**src/rtl/funct_gen_pipe_pkg.sv**
```systemverilog
// Shared decode constants for the ID-stage ALU function generator:
// opcode, SPECIAL funct and REGIMM rt codes plus field widths.
package funct_gen_pipe_pkg;

    // Instruction field widths
    localparam int OP_W    = 6;
    localparam int FUNCT_W = 6;
    localparam int RT_W    = 5;

    // Primary opcodes
    localparam logic [OP_W-1:0] OP_SPECIAL = 6'h00;
    localparam logic [OP_W-1:0] OP_REGIMM  = 6'h01;
    localparam logic [OP_W-1:0] OP_J       = 6'h02;
    localparam logic [OP_W-1:0] OP_JAL     = 6'h03;
    localparam logic [OP_W-1:0] OP_BEQ     = 6'h04;
    localparam logic [OP_W-1:0] OP_BNE     = 6'h05;
    localparam logic [OP_W-1:0] OP_BLEZ    = 6'h06;
    localparam logic [OP_W-1:0] OP_BGTZ    = 6'h07;
    localparam logic [OP_W-1:0] OP_ADDI    = 6'h08;
    localparam logic [OP_W-1:0] OP_ADDIU   = 6'h09;
    localparam logic [OP_W-1:0] OP_SLTI    = 6'h0a;
    localparam logic [OP_W-1:0] OP_SLTIU   = 6'h0b;
    localparam logic [OP_W-1:0] OP_ANDI    = 6'h0c;
    localparam logic [OP_W-1:0] OP_ORI     = 6'h0d;
    localparam logic [OP_W-1:0] OP_XORI    = 6'h0e;
    localparam logic [OP_W-1:0] OP_LUI     = 6'h0f;
    localparam logic [OP_W-1:0] OP_LB      = 6'h20;
    localparam logic [OP_W-1:0] OP_LH      = 6'h21;
    localparam logic [OP_W-1:0] OP_LW      = 6'h23;
    localparam logic [OP_W-1:0] OP_LBU     = 6'h24;
    localparam logic [OP_W-1:0] OP_LHU     = 6'h25;
    localparam logic [OP_W-1:0] OP_SB      = 6'h28;
    localparam logic [OP_W-1:0] OP_SH      = 6'h29;
    localparam logic [OP_W-1:0] OP_SW      = 6'h2b;

    // ALU function codes (SPECIAL funct encodings); NOP is sll $0,$0,0
    localparam logic [FUNCT_W-1:0] FUNCT_NOP  = 6'h00;
    localparam logic [FUNCT_W-1:0] FUNCT_ADD  = 6'h20;
    localparam logic [FUNCT_W-1:0] FUNCT_ADDU = 6'h21;
    localparam logic [FUNCT_W-1:0] FUNCT_SUB  = 6'h22;
    localparam logic [FUNCT_W-1:0] FUNCT_SUBU = 6'h23;
    localparam logic [FUNCT_W-1:0] FUNCT_AND  = 6'h24;
    localparam logic [FUNCT_W-1:0] FUNCT_OR   = 6'h25;
    localparam logic [FUNCT_W-1:0] FUNCT_XOR  = 6'h26;
    localparam logic [FUNCT_W-1:0] FUNCT_NOR  = 6'h27;
    localparam logic [FUNCT_W-1:0] FUNCT_SLT  = 6'h2a;
    localparam logic [FUNCT_W-1:0] FUNCT_SLTU = 6'h2b;

    // REGIMM rt codes
    localparam logic [RT_W-1:0] REGIMM_BLTZ   = 5'h00;
    localparam logic [RT_W-1:0] REGIMM_BGEZ   = 5'h01;
    localparam logic [RT_W-1:0] REGIMM_BLTZAL = 5'h10;
    localparam logic [RT_W-1:0] REGIMM_BGEZAL = 5'h11;

    // Loads and stores all use the adder for address generation
    function automatic logic is_mem_op(input logic [OP_W-1:0] op);
        case (op)
            OP_LB, OP_LBU, OP_LH, OP_LHU, OP_LW, OP_SB, OP_SH, OP_SW: is_mem_op = 1'b1;
            default:                                                  is_mem_op = 1'b0;
        endcase
    endfunction

endpackage

```
**src/rtl/funct_gen_pipe_lane_dec.sv**
```systemverilog
// Single-lane combinational decode of op/funct_in/rt into an ALU funct
// plus reserved-instruction and link-write flags. A disabled lane is a
// clean NOP with both flags low.
module funct_lane_dec
    import funct_gen_pipe_pkg::*;
(
    input  logic [OP_W-1:0]    op,
    input  logic [FUNCT_W-1:0] funct_in,
    input  logic [RT_W-1:0]    rt,
    input  logic               en,
    output logic [FUNCT_W-1:0] funct,
    output logic               illegal,
    output logic               link
);

    // Opcode decode; defaults describe a disabled lane
    always_comb begin
        funct   = FUNCT_NOP;
        illegal = 1'b0;
        link    = 1'b0;
        if (en) begin
            if (is_mem_op(op)) begin
                funct = FUNCT_ADD;
            end else begin
                case (op)
                    // SPECIAL funct legality is left to EX
                    OP_SPECIAL: funct = funct_in;
                    OP_ORI, OP_LUI: funct = FUNCT_OR;
                    OP_JAL: begin
                        funct = FUNCT_OR;
                        link  = 1'b1;
                    end
                    OP_ANDI:  funct = FUNCT_AND;
                    OP_XORI:  funct = FUNCT_XOR;
                    OP_ADDI:  funct = FUNCT_ADD;
                    OP_ADDIU: funct = FUNCT_ADDU;
                    OP_SLTI:  funct = FUNCT_SLT;
                    OP_SLTIU: funct = FUNCT_SLTU;
                    OP_J, OP_BEQ, OP_BNE, OP_BLEZ, OP_BGTZ: funct = FUNCT_NOP;
                    OP_REGIMM: begin
                        case (rt)
                            REGIMM_BLTZAL, REGIMM_BGEZAL: begin
                                funct = FUNCT_OR;
                                link  = 1'b1;
                            end
                            REGIMM_BLTZ, REGIMM_BGEZ: funct = FUNCT_NOP;
                            default: illegal = 1'b1;
                        endcase
                    end
                    default: illegal = 1'b1;
                endcase
            end
        end
    end

endmodule

```
**src/rtl/funct_gen_pipe.sv**
```systemverilog
// Multi-lane ALU function generator with a 2-entry skid buffer between
// ID and EX. in_ready depends only on occupancy and rst, so a stall from
// EX never forms a combinational path back into decode.
//
// Handshake: a bundle transfers on a rising edge where in_valid && in_ready
// (and no flush); the head entry transfers on out_valid && out_ready. The
// head is held stable while out_valid && !out_ready.
module funct_gen_pipe #(
    parameter int LANES   = 1,
    parameter int OP_W    = funct_gen_pipe_pkg::OP_W,
    parameter int FUNCT_W = funct_gen_pipe_pkg::FUNCT_W,
    parameter int RT_W    = funct_gen_pipe_pkg::RT_W
) (
    input  logic                     clk,
    input  logic                     rst,
    input  logic                     flush,
    input  logic                     in_valid,
    output logic                     in_ready,
    input  logic [LANES-1:0]         lane_en,
    input  logic [LANES*OP_W-1:0]    op,
    input  logic [LANES*FUNCT_W-1:0] funct_in,
    input  logic [LANES*RT_W-1:0]    rt,
    output logic                     out_valid,
    input  logic                     out_ready,
    output logic [LANES*FUNCT_W-1:0] funct_out,
    output logic [LANES-1:0]         illegal,
    output logic [LANES-1:0]         link
);
    import funct_gen_pipe_pkg::*;

    // Entry layout: {funct lanes, illegal lanes, link lanes}
    localparam int ENTRY_W = LANES * (FUNCT_W + 2);
    localparam logic [ENTRY_W-1:0] RESET_ENTRY = {{LANES{FUNCT_NOP}}, {(2*LANES){1'b0}}};

    logic [LANES*FUNCT_W-1:0] dec_funct;
    logic [LANES-1:0]         dec_illegal;
    logic [LANES-1:0]         dec_link;
    logic [ENTRY_W-1:0]       new_entry;
    logic [ENTRY_W-1:0]       head;
    logic [ENTRY_W-1:0]       tail;
    logic [1:0]               count;
    logic                     push;
    logic                     pop;

    for (genvar i = 0; i < LANES; i++) begin : g_lane
        funct_lane_dec u_dec (
            .op       (op[i*OP_W +: OP_W]),
            .funct_in (funct_in[i*FUNCT_W +: FUNCT_W]),
            .rt       (rt[i*RT_W +: RT_W]),
            .en       (lane_en[i]),
            .funct    (dec_funct[i*FUNCT_W +: FUNCT_W]),
            .illegal  (dec_illegal[i]),
            .link     (dec_link[i])
        );
    end

    assign new_entry = {dec_funct, dec_illegal, dec_link};

    assign in_ready  = (count != 2'd2) && !rst;
    assign out_valid = (count != 2'd0);
    // A flush-cycle bundle is dropped even when there is room for it
    assign push      = in_valid && in_ready && !flush;
    assign pop       = out_valid && out_ready;

    // Buffer and occupancy update: rst beats flush, flush beats push/pop
    always_ff @(posedge clk) begin
        if (rst) begin
            count <= 2'd0;
            head  <= RESET_ENTRY;
            tail  <= RESET_ENTRY;
        end else if (flush) begin
            count <= 2'd0;
        end else begin
            case ({push, pop})
                2'b10: begin
                    if (count == 2'd0) head <= new_entry;
                    else               tail <= new_entry;
                    count <= count + 2'd1;
                end
                2'b01: begin
                    head  <= tail;
                    count <= count - 2'd1;
                end
                // Only reachable at count 1: the new bundle replaces the head
                2'b11: head <= new_entry;
                default: ;
            endcase
        end
    end

    assign funct_out = head[ENTRY_W-1 -: LANES*FUNCT_W];
    assign illegal   = head[2*LANES-1 : LANES];
    assign link      = head[LANES-1 : 0];

endmodule

```
**config.mk**
```make
export PLATFORM = sky130hd
export DESIGN_NAME = funct_gen_pipe
export DESIGN_NICKNAME = d
export VERILOG_FILES = /design/src/rtl/funct_gen_pipe_pkg.sv /design/src/rtl/funct_gen_pipe_lane_dec.sv /design/src/rtl/funct_gen_pipe.sv
export SDC_FILE = /design/constraint.sdc
export NUM_CORES = 1
export LEC_CHECK = 0
export CORE_MARGIN = 10
export CORE_UTILIZATION = 47
export DETAILED_ROUTE_END_ITERATION = 8
export GPL_TIMING_DRIVEN = 0
export PLACE_DENSITY = 0.79
export SLEW_MARGIN = 20
export SYNTH_ARGS = -nofsm -noshare
export SYNTH_HDL_FRONTEND = slang
export SYNTH_SLANG_ARGS = --single-unit
```
**constraint.sdc**
```tcl
create_clock -name clk -period 2.48 [get_ports clk]
set_input_delay 0.744 -clock clk [delete_from_list [all_inputs] [get_ports clk]]
set_output_delay 0.744 -clock clk [all_outputs]
set_load 0.03 [all_outputs]
```
==> results list <==
* Status: complete, no violations
- In the synthesized netlist the dominant register cell turns out to be sky130_fd_sc_hd__dfxtp_1.
- Seq/Total Area, Yosys: slightly above 30%
- Final Slew Violations: 0
- Final min period: 2.33 ns
- Synth-to-Final Area Change: 33.9%
- Most frequent cells after synthesis: 21 x sky130_fd_sc_hd__nor2_1, 18 x sky130_fd_sc_hd__dfxtp_1, 9 x sky130_fd_sc_hd__nand2_1
- Counting flops with a built-in enable in the synthesized netlist gives 0.
- The finished layout holds approximately 200 standard cells, fillers aside.
* Required time of the critical path: roughly 1.7 ns
- Distinct cell type count of the synthesized netlist: between 40 and 50
* Via count of the first global-routing pass: ~1,100
- In this run the tightest slew margin relative to its limit is between 60 and 70%.
- Global-route wire length before repair: 4970 um
- WL/cell: about 15 um
- Endpoint type of the worst setup path: output pin
- The sequential cells in the finished layout cover a total of between 300 and 400 um2.
- Multi-input combinational cell area: roughly 730 um2
- The tool flagged a number of max-cap violations equal to 0.
- The die covers between 0.004 and 0.005 mm2.
- Power comes to 0.631 mW.
* H-Tree Level Count: 1
- Fraction of final layout cells with drive strength greater than 1: 19.3%
* Final HPWL from detailed placement: about 2400 um
* Post-synthesis instance area: 0.00117 mm2
- Setup repair after global routing left no endpoint under its margin.
* Total inserted antenna cells: 0
- The congestion estimate from routability-driven global placement came to roughly 0.83.
- Walking the worst path, the cells encountered are or2_2 > clkdlybuf4s50_1.
- Number of fillers in the final layout: 213
- Final instance area: between 0.0015 and 0.002 mm2
- The number of nets handed over by synthesis was 167.
- Post-synthesis sequential element count: 18
- The routed layout has 1,172 vias.
- The number of placed instances, taps included, is 201.
- Entering global routing, the biggest net connects 11 pins.
- The tree is rooted in a sky130_fd_sc_hd__clkbuf_4.
- For this design the ratio of total power to cell area is between 400 and 500 mW/mm2.
- During placement, the flow inserted port buffers numbering 30.
* Total gr overflow: 0
- CTS saw 18 sinks.
- The critical path is of the flip-flop to output pin type.
* Share of cell area taken by muxes after synthesis: 0%
- For the pin with the worst max-slew slack, the measured transition is 0.536 ns.
* Final period utilization: ~94%
* Fraction of the mapped netlist area in simple logic gates: 32.4%
* Clock buffer count from CTS: 3
- Number of nets in the layout: between 200 and 250
- Lkg Pwr: slightly below 0.6 nW
- The kind of cell with the highest combined delay along the critical path is buffers and inverters.
* Data arrival at the endpoint of the critical path: about 1.6 ns
* Yosys warning total: 0
- Summing all placed instances gives a cell area of around 0.0015 mm2.
- Final wirelength: approximately 3000 um
- Fraction of registers with async set/reset: 0%
- In this run, the number of DRC markers left after iteration 0 of detailed routing was 89.
* Largest family of logic cells by synthesized area: simple AND/OR/NAND/NOR gates
- The total area inside the core boundary comes to ~0.0024 mm2.
* Later-pin clock latency in the skew report: around 0.3 ns
* Highest attainable clock frequency: 429 MHz
- Global routing used a little under an eighth of the available tracks across all layers.
- Leading post-synthesis cells by cell area: sky130_fd_sc_hd__dfxtp_1 31%, sky130_fd_sc_hd__nor2_1 6.7%, sky130_fd_sc_hd__a22oi_1 5.1%
* Antenna violations before repair: 0
- Together, buffers and inverters on the worst path number 1.
- Clk pin slew, worst setup/hold paths: around 0.10 ns
- Setup violations remaining at the end of the flow were counted as 0.
- CTS Buffer Depth: 2
* Worst min-delay path category: flip-flop to flip-flop
- In this run the mean area of a mapped cell was 8.29 um2.
- Max stage delay cell, worst path: sky130_fd_sc_hd__clkdlybuf4s50_1
* Slowest cell delay on critical path: 0.60 ns
- In this run the worst path has a maximum fanout of 5.
- Core Rows: 18
* Number of vias per cell: around 5.7
- Total DRC errors in the routed layout: 0
- Share of the synthesized area in the top cell type: a little under a third
* Share of the synthesized netlist area taken by xor and xnor gates: 2.25%
- The final hold violation count was 0.
- I/O pin total: 33
- After Yosys synthesis, full adders, half adders and majority gates account for 3.21% of the synthesized area.
- Critical path launch point type: flip-flop
* Complex-gate fraction of the synthesized area: between 20% and 30%
* Number of standard cells after synthesis: approximately 140
* Die Width: ~70 um
* Overall die height: 69.9 um
* Peak ir drop on the vdd network: roughly 0.42 mV
- CTS tree: built
* Setup skew after layout: 0.00168 ns
- Initial Utilization: about half
- In this run, post-CTS hold repair placed 0 buffers.
- In this run the remaining antenna-violating nets after routing total 0.
- In the post-synthesis netlist, the cell with the most instances is sky130_fd_sc_hd__nor2_1.
- Yosys top cell by area: sky130_fd_sc_hd__dfxtp_1
- Number of detailed-route iterations in the first pass: 5
## registers in the layout (all words and copies together), names as in the netlist
signal  flops
head        8
count       2
tail        8
## area by class of cell
class | instances | share of cell area [%]
timing repair buffer | 31 | 19.4
inverter | 6 | 1.44
sequential | 18 | 23.0
clock buffer | 4 | 2.32
buffer | 9 | 4.88
tap | 30 | 2.40
multi-input combinational | 108 | 46.5
## timing repair
| item | in CTS | in global routing |
|---|---|---|
| setup buffers | 1 | 0 |
| endpoints found under the setup margin | 17 | 2 |
| pin swaps | 1 | 0 |
| hold endpoints to repair | 0 | 0 |
| gates resized for setup | 13 | 1 |
## cell families after synthesis
group / Yosys count
AO/OA/AOI/OAI: 36
XOR/XNOR: 3
adder cells (fa/ha/maj): 3
buffers and inverters: 15
flip-flops: 18
AND/OR/NAND/NOR: 66
## placed cells by master (no fill, tap or decap), types with 3 or more instances in the layout
cell type / instances
sky130_fd_sc_hd__nand2_1: 9
sky130_fd_sc_hd__dfxtp_1: 18
sky130_fd_sc_hd__clkbuf_4: 3
sky130_fd_sc_hd__nor3_1: 8
sky130_fd_sc_hd__a211oi_2: 3
sky130_fd_sc_hd__clkdlybuf4s50_1: 27
sky130_fd_sc_hd__ha_1: 3
sky130_fd_sc_hd__a22oi_1: 8
sky130_fd_sc_hd__a21oi_1: 8
sky130_fd_sc_hd__buf_4: 4
sky130_fd_sc_hd__o21ai_1: 3
sky130_fd_sc_hd__nand2b_1: 3
sky130_fd_sc_hd__nor2_1: 21
sky130_fd_sc_hd__buf_6: 4
sky130_fd_sc_hd__inv_1: 5
sky130_fd_sc_hd__nand3b_1: 3
sky130_fd_sc_hd__nor3_2: 3
sky130_fd_sc_hd__nor2b_1: 3
## stage by stage
step | hold WS (ns) | TNS (ns) | worst slack [ns] | utilization [%]
after global placement | 0.470 | -8.11 | -0.650 | 61.9
after detailed placement | 0.481 | -9.53 | -0.676 | 61.9
after floorplan | 0.455 | 0 | 0.254 | -
final | 0.499 | 0 | 0.149 | 64.4
after CTS | 0.500 | 0 | 0.117 | 64.2
after global routing | 0.526 | 0 | 0.0390 | 64.4
## worst register-to-register path: stages, from the launching register on
cell	delay, ns
sky130_fd_sc_hd__dfxtp_1	0.37
sky130_fd_sc_hd__or2_2	0.32
sky130_fd_sc_hd__nand2_1	0.12
sky130_fd_sc_hd__inv_1	0.06
sky130_fd_sc_hd__ha_1	0.25
sky130_fd_sc_hd__nor2b_1	0.20
sky130_fd_sc_hd__nand4_2	0.13
sky130_fd_sc_hd__inv_2	0.11
sky130_fd_sc_hd__a22oi_1	0.08
sky130_fd_sc_hd__a211oi_2	0.22
## layer usage
layer / GRT usage, % / wire, um / vias to the layer above
met5: 0 / 0 / -
met4: 2.85 / 27 / 0
met3: 4.66 / 204 / 6
met2: 19.8 / 1500 / 33
met1: 13.5 / 1280 / 557
li1: - / - / 576
## path summary, 6_finish.rpt
path,cells past startpoint,slack (ns),endpoint,from
max,2,0.15,out_valid,count[0]$_SDFFE_PP0P_
max reg2reg,9,0.54,head[5]$_SDFFE_PP0P_,count[0]$_SDFFE_PP0P_
min,2,0.50,head[4]$_SDFFE_PP0P_,head[4]$_SDFFE_PP0P_
min reg2reg,2,0.50,head[4]$_SDFFE_PP0P_,head[4]$_SDFFE_PP0P_
## where the power goes
| part | internal [mW] | leakage [nW] | total (mW) | switching (mW) |
|---|---|---|---|---|
| clock | 0.0896 | 0.0210 | 0.184 | 0.0948 |
| combinational | 0.0719 | 0.430 | 0.149 | 0.0768 |
| sequential | 0.295 | 0.146 | 0.298 | 0.00309 |
| total | 0.456 | 0.597 | 0.631 | 0.175 |
(Power assumes the default switching activity.)
